<file path="src/rtl/jtpang_dma_pkg.sv">
// rtl/jtpang_dma_pkg.sv - shared state codes and widths for the object-table DMA
package jtpang_dma_pkg;

   // byte index width; wide enough for LEN+1 with the largest 4096-byte transfer
   localparam int CNTW = 13;

   typedef logic [2:0] dma_state_t;

   localparam dma_state_t IDLE    = 3'd0;
   localparam dma_state_t WAIT_VB = 3'd1;
   localparam dma_state_t REQ     = 3'd2;
   localparam dma_state_t ACK     = 3'd3;
   localparam dma_state_t COPY    = 3'd4;
   localparam dma_state_t REL     = 3'd5;

endpackage

</file>
<file path="src/rtl/jtpang_dma.sv">
// rtl/jtpang_dma.sv - object-table DMA sequencer for the Pang main board
module jtpang_dma
   import jtpang_dma_pkg::*;
#(
   parameter int          LEN      = 512,
   parameter logic [11:0] SRC_BASE = 12'h000,
   parameter int          OAW      = 9,
   parameter bit          VB_ONLY  = 1'b1,
   parameter int          TW       = 10
)(
   input  logic           clk,
   input  logic           rst,
   input  logic           cen,
   input  logic           dma_go,
   input  logic           LVBL,
   input  logic           busak_n,
   output logic           busrq_n,
   output logic [11:0]    src_addr,
   input  logic [7:0]     src_dout,
   output logic [OAW-1:0] obj_addr,
   output logic [7:0]     obj_din,
   output logic           obj_we,
   output logic           busy,
   output logic           done,
   output logic           err
);

   // index of the final COPY tick (the one that writes byte LEN-1)
   localparam logic [CNTW-1:0] LAST_IDX = CNTW'(LEN);
   // the source address stops advancing once it points at byte LEN-1
   localparam logic [CNTW-1:0] LAST_SRC = CNTW'(LEN - 1);

   dma_state_t      state;
   logic            go_q;
   logic            go_rise;
   logic            pending;
   logic [CNTW-1:0] idx;
   logic [TW-1:0]   tcnt;
   logic [TW-1:0]   tcnt_nxt;

   assign go_rise  = dma_go & ~go_q;
   assign tcnt_nxt = tcnt + TW'(1);

   // strobe history runs on every clk so a strobe between cen ticks is not lost
   always_ff @(posedge clk) begin
      if (rst) go_q <= 1'b0;
      else     go_q <= dma_go;
   end

   // transfer sequencer: start request, bus handshake, pipelined copy, release
   always_ff @(posedge clk) begin
      if (rst) begin
         state    <= IDLE;
         busrq_n  <= 1'b1;
         src_addr <= SRC_BASE;
         obj_addr <= '0;
         obj_din  <= '0;
         obj_we   <= 1'b0;
         busy     <= 1'b0;
         done     <= 1'b0;
         err      <= 1'b0;
         pending  <= 1'b0;
         tcnt     <= '0;
         idx      <= '0;
      end else begin
         obj_we <= 1'b0;
         if (go_rise) pending <= 1'b1;
         if (cen) begin
            done <= 1'b0;
            case (state)
               IDLE: begin
                  if (pending) begin
                     // a strobe landing on the accept edge stays queued
                     pending <= go_rise;
                     err     <= 1'b0;
                     busy    <= 1'b1;
                     state   <= WAIT_VB;
                  end
               end
               WAIT_VB: begin
                  if (!VB_ONLY || !LVBL) begin
                     busrq_n <= 1'b0;
                     state   <= REQ;
                  end
               end
               REQ: begin
                  busrq_n <= 1'b0;
                  tcnt    <= '0;
                  state   <= ACK;
               end
               ACK: begin
                  if (!busak_n) begin
                     src_addr <= SRC_BASE;
                     idx      <= '0;
                     state    <= COPY;
                  end else begin
                     tcnt <= tcnt_nxt;
                     if (&tcnt_nxt) begin
                        err     <= 1'b1;
                        busrq_n <= 1'b1;
                        busy    <= 1'b0;
                        state   <= IDLE;
                     end
                  end
               end
               COPY: begin
                  if (busak_n) begin
                     // CPU took the bus back: stop writing and hand it over at once
                     err     <= 1'b1;
                     busrq_n <= 1'b1;
                     busy    <= 1'b0;
                     state   <= IDLE;
                  end else begin
                     idx <= idx + CNTW'(1);
                     if (idx < LAST_SRC) src_addr <= src_addr + 12'd1;
                     // read data trails the address by one tick, so tick k stores byte k-1
                     if (idx != '0) begin
                        obj_we   <= 1'b1;
                        obj_addr <= OAW'(idx - CNTW'(1));
                        obj_din  <= src_dout;
                     end
                     if (idx == LAST_IDX) state <= REL;
                  end
               end
               REL: begin
                  busrq_n <= 1'b1;
                  done    <= 1'b1;
                  busy    <= 1'b0;
                  state   <= IDLE;
               end
               default: state <= IDLE;
            endcase
         end
      end
   end

endmodule

</file>
<file path="config.mk">
export PLATFORM = sky130hd
export DESIGN_NAME = jtpang_dma
export DESIGN_NICKNAME = d
export VERILOG_FILES = /design/src/rtl/jtpang_dma_pkg.sv /design/src/rtl/jtpang_dma.sv
export SDC_FILE = /design/constraint.sdc
export NUM_CORES = 1
export LEC_CHECK = 0
export ABC_AREA = 1
export BUFFER_PORTS_ARGS = -buffer_cell sky130_fd_sc_hd__buf_4
export CAP_MARGIN = 20
export CORE_UTILIZATION = 25
export DETAILED_ROUTE_END_ITERATION = 8
export PLACE_DENSITY = 0.51
export SETUP_SLACK_MARGIN = 0.05
export SLEW_MARGIN = 10
export SYNTH_ARGS = -nofsm -noshare
export SYNTH_HDL_FRONTEND = slang
export SYNTH_SLANG_ARGS = --single-unit
</file>
<file path="constraint.sdc">
create_clock -name clk -period 4 [get_ports clk]
set_clock_uncertainty 0.1 [all_clocks]
set_input_delay 0.8 -clock clk [delete_from_list [all_inputs] [get_ports clk]]
set_output_delay 0.8 -clock clk [all_outputs]
set_load 0.02 [all_outputs]
</file>
==> results.yml <==
outcome:
  status: "complete, no violations"
logic_synthesis:
  synth_compound_gate_area_share_pct: 12.2
  synthCells: 458
  yosys_warnings: 0
  synth-simple-area-share_pct: 35.6
  synthFlopType: "dfxtp_1"
  synth_area_sq_mm: 0.00309
  syn_area_per_cell_sq_um: 6.76
  synth_fa_ha_area_share_pct: 2.02
  syn_nets: 477
  synthXorXnorAreaFrac_pct: 1.98
  synth-seq-cells: 62
  yosysUniqueCellTypes: 34
  synthMuxAreaShare_pct: 0
  yosysSeqAreaShare_pct: 40.1
  synth_top_family_by_area: "simple AND/OR/NAND/NOR gates"
  synth_async_sr_flop_share_pct: 0
  synth_edf_count: 0
worst_setup_path:
  r2r_start: "idx[0]$_SDFFE_PP0P_"
  crit_chain: "inv_1, ha_1, nand4_1, nor2_1, nand2_1, nor3_1, nand2_1, nand2_2, inv_2, o21ai_0, a21oi_1"
  crit_arrival_ns: 2.43
  end_kind: "flip-flop"
  reg2reg_slack_ns: 1.68
  worst-path-max-fanout: 21
  startpoint_type: "flip-flop"
  critPathMaxStageDelay_ns: 0.37
  crit_path_top_delay_cell: "dfxtp_1"
  crit_required_ns: 4.10
  crit_path_frequent_cell: "nand2_1"
  crit_type: "flip-flop to flip-flop"
  r2r-end: "obj_addr[0]$_SDFFE_PP0P_"
  r2r_cells: 11
placement:
  place_congestion: 0.818
  place_area_sq_mm: 0.00361
  dp_slack_ns: 1.39
  hpwl_mm: 5.54
  io_buffers: 47
power_and_ir_drop:
  leakagePower_nw: 1.61
  p_total_mw: 1.80
  ir_worst_vdd_mv: 0.152
  p_per_area_mw_per_mm2: 457
die:
  io-pin-count: 48
  initial_core_util_pct: 25.7
  die_h_um: 113
  die_area_sq_mm: 0.0128
  placementRows: 40
  core_area_sq_mm: 0.0121
  die_x_um: 113
global_routing:
  grt_use_total_pct: 12.5
  antenna_found_initial: 0
  overflow: 0
  grt_pass1_wl_mm: 13.0
  grt_max_degree: 31
  grt_pass1_vias: 2817
min_path:
  min_to: "pending$_SDFF_PP0_"
  hp-start: "go_q$_SDFF_PP0_"
  hold_depth: 1
  hold_class: "flip-flop to flip-flop"
clock_tree:
  cts_buffer_depth: 2
  cts.sinks: 62
  root_buffer: "clkbuf_16"
  h-tree-depth: 3
  post_cts_buffers: 0
  cts_tree: "yes"
  cts_buffers: 9
  worstSkewPairLatency_ns: 0.33
  cts_resized: 0
  holdBufCountCts: 0
  cts.clk_slew.worst_paths_ns: 0.05
sta:
  max-slew-margin-rel_pct: 68.5
  setup_tns_ns: 0
  drv_slew: 0
  fin_crit_ns: 2.32
  rsz0062_at_grt: "no"
  worst_pin_slew_ns: 0.468
  finalHoldViolCount: 0
  finalSetupViolations: 0
  holdWs_ns: 0.323
  fmax_mhz: 430
  setup_ws_ns: 1.68
  finalCritPeriodShare_pct: 58.1
routing:
  wire_per_inst_um: 11.2
  ant_nets: 0
  drt-vias-per-instance: 4.34
  drt-initial-drc-count: 118
  met2_wirelength_mm: 3.38
  wl_met1_mm: 3.79
  drc: 0
  top_layer: "met4"
  num_vias: 2950
  first_pass_iters: 4
  met3_wirelength_um: 261
  drt-total-wl_mm: 7.58
flow_run:
  cap_violations: 0
layout:
  antenna_cells: 0
  area_growth_pct: 27.5
  drive_gt1_share_pct: 16.6
  final_design_area_no_fill_sq_mm: 0.00395
  num-nets-final: 525
-- routing by layer --
metal | track usage (%) | vias up
li1 | - | 1571
met1 | 15.8 | 1323
met2 | 20.4 | 42
met3 | 3.27 | 14
met4 | 5.00 | 0
met5 | 0 | -
-- Yosys cell counts (5+ instances only) --
| library cell | number | share of area, % |
|---|---|---|
| nor2_1 | 62 | 7.5 |
| xor2_1 | 5 | 1.4 |
| dfxtp_1 | 62 | 40 |
| clkbuf_1 | 6 | 0.73 |
| nand2_1 | 124 | 15 |
| a21oi_1 | 43 | 7.0 |
| nand4_1 | 6 | 1.2 |
| nor3_1 | 17 | 2.7 |
| inv_1 | 48 | 5.8 |
| o21ai_0 | 18 | 2.9 |
| nor2_2 | 6 | 1.2 |
| nand3_1 | 21 | 3.4 |
| ha_1 | 5 | 2.0 |
-- layout make-up --
class	instances	area (sq um)
Multi-Input combinational cell	334	1600
Timing Repair Buffer	47	353
Clock buffer	10	229
Tap cell	168	210
Inverter	52	200
Sequential cell	62	1240
Fill cell	1300	8120
Clock inverter	6	110
-- power breakdown --
part | switching, mW | internal (mW)
Sequential | 0.0265 | 0.642
Combinational | 0.155 | 0.0854
Clock | 0.287 | 0.607
Total | 0.468 | 1.33
-- kinds of logic after synthesis --
kind of cell    after synthesis
flops                        62
buf+inv                      62
compound gates               71
simple gates                251
xor+xnor                      7
fa+ha+maj                     5
-- cells in the final DEF, fill, tap and decap left out, drive strengths merged --
master and n:
o21bai 2, nand3 25, a31oi 2, o31ai 1
ha 5, clkinvlp 2, nor4 1, o221ai 1
nor2 69, nor3 17, inv 51, bufinv 3
xnor2 2, clkinv 2, nand3b 1, buf 47
a21oi 44, nand2 129, a211oi 2, clkbuf 10
o21ai 19, nand4 6, xor2 5, or2 3
dfxtp 62
-- through the flow --
| stage | std cells | utilization, % |
|---|---|---|
| 4_1_cts | 679 | 32.7 |
| 3_5_place_dp | 663 | 29.9 |
| 6_report | 679 | 32.7 |
| 2_1_floorplan | 458 | - |
| 3_3_place_gp | 663 | 29.9 |
| 5_1_grt | 679 | 32.7 |
-- critical path, delay by kind of cell (launching register included) --
kind | cells | cell delay [ns]
adder cells (fa/ha/maj) | 1 | 0.22
buffers and inverters | 2 | 0.33
AND/OR/NAND/NOR | 6 | 0.91
AO/OA/AOI/OAI | 2 | 0.26
flip-flops | 1 | 0.37
-- flip-flops by register name (all words and copies together), names as in the netlist --
name,flops
idx,13
src_addr,12
tcnt,10
obj_addr,9
obj_din,8
state,3
busrq_n,1
busy,1
done,1
err,1
go_q,1
obj_we,1
pending,1
-- worst max-delay path by stage --
| stage | depth (start not counted) | endpoint | startpoint | slack, ns |
|---|---|---|---|---|
| floorplan | 11 | src_addr[7]$_SDFFE_PP0P_ | cen | 2.00 |
| global placement | 6 | idx[7]$_SDFFE_PP0P_ | rst | 1.41 |
| detailed placement | 6 | idx[11]$_SDFFE_PP0P_ | rst | 1.39 |
| CTS | 11 | obj_addr[0]$_SDFFE_PP0P_ | idx[0]$_SDFFE_PP0P_ | 1.70 |
| global route | 11 | obj_addr[1]$_SDFFE_PP0P_ | idx[0]$_SDFFE_PP0P_ | 1.31 |
| finish | 11 | obj_addr[0]$_SDFFE_PP0P_ | idx[0]$_SDFFE_PP0P_ | 1.68 |
(Power assumes the default switching activity.)
